<file path="src/rtl/mdu_alu.sv">
// Execute-stage ALU with registered single-cycle ops and iterative MULT/MULTU/DIV/DIVU into HI/LO.
// Multiply is shift-add and divide is restoring, one bit per cycle, with sign fix-up on the last edge.
module mdu_alu #(
  parameter  int WIDTH = 32,
  localparam int CNT_W = $clog2(WIDTH) + 1
) (
  input  logic             clk,
  input  logic             rst_n,
  input  logic             start,
  input  logic [3:0]       alucontrol,
  input  logic [WIDTH-1:0] ALU_operand_1,
  input  logic [WIDTH-1:0] ALU_operand_2,
  output logic [WIDTH-1:0] aluout,
  output logic             zero,
  output logic [WIDTH-1:0] hi,
  output logic [WIDTH-1:0] lo,
  output logic             busy,
  output logic             done,
  output logic             div_by_zero
);
  localparam logic [3:0] OP_AND = 4'b0000, OP_OR  = 4'b0001, OP_ADD  = 4'b0010,
                         OP_XOR = 4'b0011, OP_NOR = 4'b0100, OP_SUB  = 4'b0110,
                         OP_SLT = 4'b0111, OP_SLTU = 4'b1000,
                         OP_MULT = 4'b1010, OP_MULTU = 4'b1011,
                         OP_DIV  = 4'b1100, OP_DIVU  = 4'b1101;

  typedef enum logic [1:0] {S_IDLE, S_MUL, S_DIV, S_DONE} state_t;

  state_t               state, state_nxt;
  logic [CNT_W-1:0]     cnt;
  // mult: {partial product, multiplier}; div: {remainder, dividend/quotient}
  logic [2*WIDTH-1:0]   acc;
  logic [WIDTH-1:0]     opd;
  logic                 neg_q, neg_r, dz;

  logic                 is_mul, is_div, sgn, a_neg, b_neg, b_zero, last_iter;
  logic [WIDTH-1:0]     a_mag, b_mag, alu_res;
  logic [WIDTH:0]       mul_sum, div_trial;
  logic                 div_ok;
  logic [WIDTH-1:0]     div_rem;
  logic [2*WIDTH-1:0]   mul_nxt, div_nxt, mul_fix;
  logic [WIDTH-1:0]     q_fix, r_fix;

  assign zero      = (ALU_operand_1 == ALU_operand_2);
  assign is_mul    = (alucontrol == OP_MULT) || (alucontrol == OP_MULTU);
  assign is_div    = (alucontrol == OP_DIV)  || (alucontrol == OP_DIVU);
  assign sgn       = (alucontrol == OP_MULT) || (alucontrol == OP_DIV);
  assign a_neg     = sgn & ALU_operand_1[WIDTH-1];
  assign b_neg     = sgn & ALU_operand_2[WIDTH-1];
  assign a_mag     = a_neg ? -ALU_operand_1 : ALU_operand_1;
  assign b_mag     = b_neg ? -ALU_operand_2 : ALU_operand_2;
  assign b_zero    = (ALU_operand_2 == '0);
  assign last_iter = (cnt == CNT_W'(WIDTH - 1));

  always_comb begin
    alu_res = '0;
    case (alucontrol)
      OP_AND:  alu_res = ALU_operand_1 & ALU_operand_2;
      OP_OR:   alu_res = ALU_operand_1 | ALU_operand_2;
      OP_ADD:  alu_res = ALU_operand_1 + ALU_operand_2;
      OP_XOR:  alu_res = ALU_operand_1 ^ ALU_operand_2;
      OP_NOR:  alu_res = ~(ALU_operand_1 | ALU_operand_2);
      OP_SUB:  alu_res = ALU_operand_1 - ALU_operand_2;
      OP_SLT:  alu_res = WIDTH'($signed(ALU_operand_1) < $signed(ALU_operand_2));
      OP_SLTU: alu_res = WIDTH'(ALU_operand_1 < ALU_operand_2);
      default: alu_res = '0;
    endcase
  end

  // One iteration step of each engine; the remainder never exceeds 2*divisor so WIDTH+1 bits suffice.
  assign mul_sum   = {1'b0, acc[2*WIDTH-1:WIDTH]} + (acc[0] ? {1'b0, opd} : '0);
  assign mul_nxt   = {mul_sum, acc[WIDTH-1:1]};
  assign div_trial = {acc[2*WIDTH-1:WIDTH], acc[WIDTH-1]} - {1'b0, opd};
  assign div_ok    = ~div_trial[WIDTH];
  assign div_rem   = div_ok ? div_trial[WIDTH-1:0] : acc[2*WIDTH-2:WIDTH-1];
  assign div_nxt   = {div_rem, acc[WIDTH-2:0], div_ok};
  assign mul_fix   = neg_q ? -mul_nxt : mul_nxt;
  assign q_fix     = neg_q ? -div_nxt[WIDTH-1:0] : div_nxt[WIDTH-1:0];
  assign r_fix     = neg_r ? -div_nxt[2*WIDTH-1:WIDTH] : div_nxt[2*WIDTH-1:WIDTH];

  always_ff @(posedge clk or negedge rst_n)
    if (!rst_n) state <= S_IDLE;
    else        state <= state_nxt;

  always_comb begin
    state_nxt = state;
    case (state)
      S_IDLE, S_DONE: begin
        state_nxt = S_IDLE;
        if (start) state_nxt = is_mul ? S_MUL : (is_div ? S_DIV : S_DONE);
      end
      S_MUL: if (last_iter) state_nxt = S_DONE;
      S_DIV: if (dz || last_iter) state_nxt = S_DONE;
      default: state_nxt = S_IDLE;
    endcase
  end

  always_comb begin
    busy = (state == S_MUL) || (state == S_DIV);
    done = (state == S_DONE);
  end

  always_ff @(posedge clk or negedge rst_n) begin
    if (!rst_n) begin
      cnt <= '0; acc <= '0; opd <= '0; neg_q <= 1'b0; neg_r <= 1'b0; dz <= 1'b0;
      aluout <= '0; hi <= '0; lo <= '0; div_by_zero <= 1'b0;
    end else begin
      case (state)
        S_IDLE, S_DONE: if (start) begin
          div_by_zero <= 1'b0;
          cnt         <= '0;
          if (is_mul) begin
            acc   <= {{WIDTH{1'b0}}, b_mag};
            opd   <= a_mag;
            neg_q <= a_neg ^ b_neg;
          end else if (is_div) begin
            // on divide-by-zero the raw dividend is parked in the remainder half for HI
            acc   <= {b_zero ? ALU_operand_1 : {WIDTH{1'b0}}, a_mag};
            opd   <= b_mag;
            neg_q <= a_neg ^ b_neg;
            neg_r <= a_neg;
            dz    <= b_zero;
          end else begin
            aluout <= alu_res;
          end
        end
        S_MUL: begin
          acc <= mul_nxt;
          cnt <= last_iter ? '0 : cnt + CNT_W'(1);
          if (last_iter) {hi, lo} <= mul_fix;
        end
        S_DIV: begin
          if (dz) begin
            lo          <= '1;
            hi          <= acc[2*WIDTH-1:WIDTH];
            div_by_zero <= 1'b1;
            dz          <= 1'b0;
          end else begin
            acc <= div_nxt;
            cnt <= last_iter ? '0 : cnt + CNT_W'(1);
            if (last_iter) begin
              lo <= q_fix;
              hi <= r_fix;
            end
          end
        end
        default: ;
      endcase
    end
  end
endmodule

</file>
<file path="config.mk">
export PLATFORM = sky130hd
export DESIGN_NAME = mdu_alu
export DESIGN_NICKNAME = d
export VERILOG_FILES = /design/src/rtl/mdu_alu.sv
export SDC_FILE = /design/constraint.sdc
export NUM_CORES = 1
export LEC_CHECK = 0
export CORE_MARGIN = 4
export CORE_UTILIZATION = 30
export CTS_CLUSTER_SIZE = 24
export DETAILED_ROUTE_END_ITERATION = 8
export HOLD_SLACK_MARGIN = 0.05
export PLACE_DENSITY = 0.51
export SLEW_MARGIN = 20
export SYNTH_ARGS = -nofsm -noshare
export SYNTH_HDL_FRONTEND = slang
export SYNTH_SLANG_ARGS = --single-unit
</file>
<file path="constraint.sdc">
create_clock -name clk -period 9.8 [get_ports clk]
set_input_delay 0.98 -clock clk [delete_from_list [all_inputs] [get_ports clk]]
set_output_delay 0.98 -clock clk [all_outputs]
set_load 0.01 [all_outputs]
</file>
# After elaboration in Yosys (flattened, before gate mapping)
# Cells that the tools add are included.
# Widths: inputs -> output; s select.
[op_classes] n_lt_le_gt_ge=2 n_reduce_logical=21 bitwise=10 eq_ne=25 n_mux=43 addsub=10
[ops] operator="$mux 32" n=15
[ops] operator="$mux 64" n=5
[ops] operator="$pmux 32 s8" n=1
[ops] operator="$pmux 64 s3" n=1
[ops] operator="$neg 32->32" n=4
[ops] operator="$pmux 32 s2" n=2
[ops] operator="$lt 32x32->1" n=2
[ops] operator="$neg 64->64" n=1
[ops] operator="$add 32x32->33" n=1
[ops] operator="$sub 33x32->33" n=1
[ops] operator="$add 32x32->32" n=1
[ops] operator="$and 32x32->32" n=1
[ops] operator="$eq 32x32->1" n=1
[ops] operator="$logic_not 32->1" n=1
[ops] operator="$not 32->32" n=1
[ops] operator="$or 32x32->32" n=1
[ops] operator="$sub 32x32->32" n=1
[ops] operator="$xor 32x32->32" n=1
[ops] operator="$eq 4x4->1 const B" n=5
[ops] operator="$mux 6" n=3
[ops] operator="$pmux 6 s3" n=1
[ops] operator="$ne 2x2->1 const B" n=7
[ops] operator="$eq 4x3->1 const B" n=3
[ops] operator="$reduce_and 3->1" n=4
[ops] operator="21 further kinds" n=47
[totals] elab_cells=122 out_inout_bits=100 input_bits=71 reg_bits=204

# Longest topological paths before layout
[logic_depth] depth_word=8 mapped_depth=27 depth_no_buf=23

# Least setup slack after synthesis
# Ideal clock, no wire load.
[synth_path] path_kind="reg2reg" startpoint="reg acc[31]" endpoint="reg hi[26]" t_required_ps=9735 stages_incl_launch_ff=28 setup_time_ps=65 n_path_buf=4 period_less_slack_ps=5838 t_arrival_ps=5772 slack_ps=3962 cell_sequence="dfrtp_1 > clkbuf_1 > inv_1 > ha_1 > inv_1 > fa_1 > a21o_1 > a21oi_1 > o211ai_1 > o211ai_1 > o31ai_1 > xor2_1 > inv_2 > clkbuf_1 > clkbuf_1 > buf_1 > nor2_1 > a21oi_1 > ha_1 > nor4b_1 > nand3_1 > nor4_1 > nand2_1 > o31a_1 > or2_1 > or4b_1 > a31oi_1 > o22a_1"
[synth_via] elab_chain_len=7 word_cells_on_any_way=10 cone_classes="add/sub (3); mux (7)"
[synth_rtl] element="start, declared" line="32" rtl="logic [2*WIDTH-1:0] acc;"
[synth_rtl] element="start signal, assigned" line="113" rtl="acc <= {{WIDTH{1'b0}}, b_mag};"
[synth_rtl] element="start signal, assigned" line="118" rtl="acc <= {b_zero ? ALU_operand_1 : {WIDTH{1'b0}}, a_mag};"
[synth_rtl] element="start signal, assigned" line="128" rtl="acc <= mul_nxt;"
[synth_rtl] element="$sub 33x32->33" line="73" rtl="assign div_trial = {acc[2*WIDTH-1:WIDTH], acc[WIDTH-1]} - {1'b0, opd};"
[synth_rtl] element="$mux 32" line="75" rtl="assign div_rem = div_ok ? div_trial[WIDTH-1:0] : acc[2*WIDTH-2:WIDTH-1];"
[synth_rtl] element="$neg 32->32" line="79" rtl="assign r_fix = neg_r ? -div_nxt[2*WIDTH-1:WIDTH] : div_nxt[2*WIDTH-1:WIDTH];"
[synth_rtl] element="$mux 32" line="79"
[synth_rtl] element="$mux 32" line="141" rtl="if (last_iter) begin"
[synth_rtl] element="$mux 32" line="133" rtl="if (dz) begin"
[synth_rtl] element="$pmux 32 s2 (*)" line="108" rtl="case (state)"
[synth_rtl] element="end signal, assigned" line="130" rtl="if (last_iter) {hi, lo} <= mul_fix;"
[synth_rtl] element="end signal, assigned" line="135" rtl="hi <= acc[2*WIDTH-1:WIDTH];"
[synth_rtl] element="end signal, assigned" line="143" rtl="hi <= r_fix;"
[synth_rtl] element="end, declared" line="15" rtl="output logic [WIDTH-1:0] hi,"
# Every way passes the cells marked *; elsewhere a longest branch is shown, timed or not. The select of a mux whose other input is x is not followed.
# A chain may end at the register's enable or synchronous reset.

# Worst setup path after layout
# Ends and elaborated chain as after synthesis.

==> results.cfg <==
[place]
dp_hpwl_mm = 78.3
portBuffers = 170
dp.cells = 4247
place_congestion = 0.921

[detailed_routing]
firstDrtPassIters = 6
drtIter0Drc = 2530
drtAntennaViolNets = 0
wire_per_inst_um = 23.8
drc = 0
wl_mm = 102
vias = 24786
viasPerCell = 5.77

[grt]
grt_pass1_wl_mm = 152
grt-busiest-layer = met2
grtUsageMet1_pct = 34.1
gr-usage-all-layers_pct = 23.7
antenna_found_initial = 0
grt_pass1_vias = 23383
use_met2_pct = 37.0
grt_max_degree = 93
overflow = 0
grt_use_met3_pct = 3.63

[sta]
fmax_ghz = 0.147
hold_viol = 0
hold_ws_ps = 419
min_period_over_period_pct = 69.6
min_period_ps = 6820
grt_setup_unrepaired = no
tightestPinTransition_ps = 1100
setup_viol = 0
setup-tns-final_ps = 0
fin_skew_ps = 22.0
slew_headroom_pct = 25.6
slew_violations = 0

[finish]
stdcell_count = 4298
final_core_util_pct = 35.0
num-nets-final = 3481
final_layout_size_suffix_gt1_share_pct = 5.16
areaGrowthSynthToFinish_pct = 15.5
antenna-diode-count = 0

[synthesis]
ys_async_sr_fraction_pct = 100
yosysTopAreaCell = dfrtp_1
yosysSeqAreaShare_pct = 21.8
syn-num-nets = 3461
yosys.area.top_type_share_pct = 21.8
synth_flop_cell = dfrtp_1
synth_cell_types = 90
synth-seq-cells = 204
avgSynthCellArea_um2 = 7.29
yosysWarnings = 0
yosysMostFrequentCell = nand2_1
netlist_instances = 3217
synth_edf_count = 0
synth.area.top_cells = dfrtp_1 (22%), ha_1 (9.0%), o21ai_0 (6.9%)
syn-cell-area_um2 = 23500
synthTopCellsByCount = nand2_1 (389), o21ai_0 (324), nor2_1 (270)

[clock_network]
clk_path_buf_depth = 3
cts_setup_buffers = 0
clockRootBuffer = clkbuf_16
ctsHtreeMaxLevel = 1
numCtsBuffers = 28
clk_latency_ps = 590
cts.sinks = 204
cts_tree = yes
ctsResizeCount = 0
hold_buffers = 0
clk_pin_slew_ps = 60

[power_and_ir_drop]
ir_drop_mv = 0.292
power.leakage_nw = 11.2
p_total_mw = 9.30
power_density_nw_per_um2 = 343

[floorplanning]
die_w_um = 288
core_um2 = 77500
floorplan.initialDensity_pct = 30.3
num_rows = 102
die_h_um = 288
floorplan.io_pins = 171
die_area_um2 = 82800

[setup_path]
reg2reg_from = acc[31]$_DFFE_PN0P_
worstPathRequired_ps = 10320
worst_path_max_delay_cell = inv_2
crit_buf_inv = 3
worstPathArrival_ps = 7340
r2r_cells = 23
crit_fanout = 40
endpoint_kind = flop
path_cells = inv_1 -> ha_1 -> inv_1 -> fa_1 -> a21o_1 -> a21oi_1 -> o211ai_1 -> o211ai_1 -> o31ai_1 -> xor2_4 -> inv_2 -> nor2_1 -> a21oi_1 -> ha_1 -> nor4b_1 -> nand3_1 -> nor4_1 -> nand2_1 -> o31a_1 -> or2_1 -> or4b_1 -> a31oi_1 -> o22a_1
worstSetupPathType = flop to flop
critPathTopFamily = compound AO/OA/AOI/OAI gates
r2r-end = hi[26]$_DFFE_PN0P_
cpPeakStageDelay_ps = 600
startpoint_type = flop
r2r_setup_slack_ps = 2980

[flow_run]
maxCapViolCount = 0

[worst_hold_path]
hold_path_class = primary input to async pin

[status]
outcome = finished clean
[placed cells by master, fill, tap and decap left out, types with 16 or more instances in the layout]
| cell type | n |
|---|---|
| o211ai_1 | 40 |
| xor2_1 | 55 |
| a221o_1 | 17 |
| dfrtp_1 | 203 |
| nand2_1 | 387 |
| nor4_1 | 23 |
| inv_1 | 171 |
| clkbuf_16 | 29 |
| and3_1 | 26 |
| or3_1 | 29 |
| nand2b_1 | 27 |
| o21ai_0 | 323 |
| o22ai_1 | 48 |
| a22oi_1 | 34 |
| nor2_1 | 266 |
| nand4_1 | 27 |
| a221oi_1 | 50 |
| a21o_1 | 58 |
| o21ai_1 | 24 |
| o21a_1 | 28 |
| o31ai_1 | 53 |
| nand3_1 | 49 |
| mux2i_1 | 42 |
| a211oi_1 | 23 |
| a222oi_1 | 20 |
| a21oi_1 | 229 |
| ha_1 | 168 |
| nor3_1 | 65 |
| xnor2_1 | 166 |
| buf_4 | 47 |
| clkdlybuf4s50_1 | 169 |
| or4_1 | 16 |
| a31oi_1 | 44 |
| o21bai_1 | 29 |
[flip-flops by register name, summed over array words and instances, names as in the netlist]
name         count
acc             64
aluout          32
cnt              6
div_by_zero      1
dz               1
hi              32
lo              32
neg_q            1
neg_r            1
opd             32
state            2
[routing by layer]
metal / wire length, um / part of all wire, %
met1: 47100 / 46
met3: 7480 / 7.3
met5: 0 / 0
met2: 44600 / 44
met4: 3110 / 3.0
[where the power goes]
| part | switching [mW] | internal (mW) |
|---|---|---|
| combinational | 4.10 | 2.36 |
| clock | 0.442 | 0.731 |
| sequential | 0.460 | 1.20 |
| total | 5.01 | 4.29 |
[cell type report]
type	instances	area [um^2]
fillers	8275	50400
multi-input cells	2611	16900
flip-flops and latches	204	5110
well taps	1040	1300
inverters	175	657
clock inverters	15	235
clock buffers	36	802
repair buffers	217	2060
[kinds of logic (layout without fill, tap and decap cells)]
kind of cell | count (synthesis) | after routing | share of synthesized area [%]
compound gates | 1152 | 1152 | 31.9
simple gates | 1008 | 1008 | 19.7
flops | 204 | 204 | 21.8
xor+xnor | 222 | 222 | 8.29
fa+ha+maj | 173 | 173 | 9.35
buf+inv | 402 | 443 | 6.49
mux | 56 | 56 | 2.46
[metrics by stage]
| step | worst slack, ps | cell area (um^2) |
|---|---|---|
| after global routing | 2580 | 27100 |
| after detailed placement | 3240 | 26100 |
| after CTS | 3180 | 27100 |
| after global placement | 3280 | 26100 |
| after floorplan | 3960 | 23500 |
| final | 2980 | 27100 |
[how the worst max path moves through the flow]
stage,startpoint,endpoint,depth (start not counted)
6_report,acc[31]$_DFFE_PN0P_,hi[26]$_DFFE_PN0P_,23
5_1_grt,acc[31]$_DFFE_PN0P_,hi[26]$_DFFE_PN0P_,22
4_1_cts,acc[31]$_DFFE_PN0P_,hi[26]$_DFFE_PN0P_,23
3_5_place_dp,acc[31]$_DFFE_PN0P_,hi[26]$_DFFE_PN0P_,22
3_3_place_gp,acc[31]$_DFFE_PN0P_,hi[26]$_DFFE_PN0P_,22
2_1_floorplan,acc[31]$_DFFE_PN0P_,hi[26]$_DFFE_PN0P_,27
Note: power is estimated with default switching activity, not from simulation.
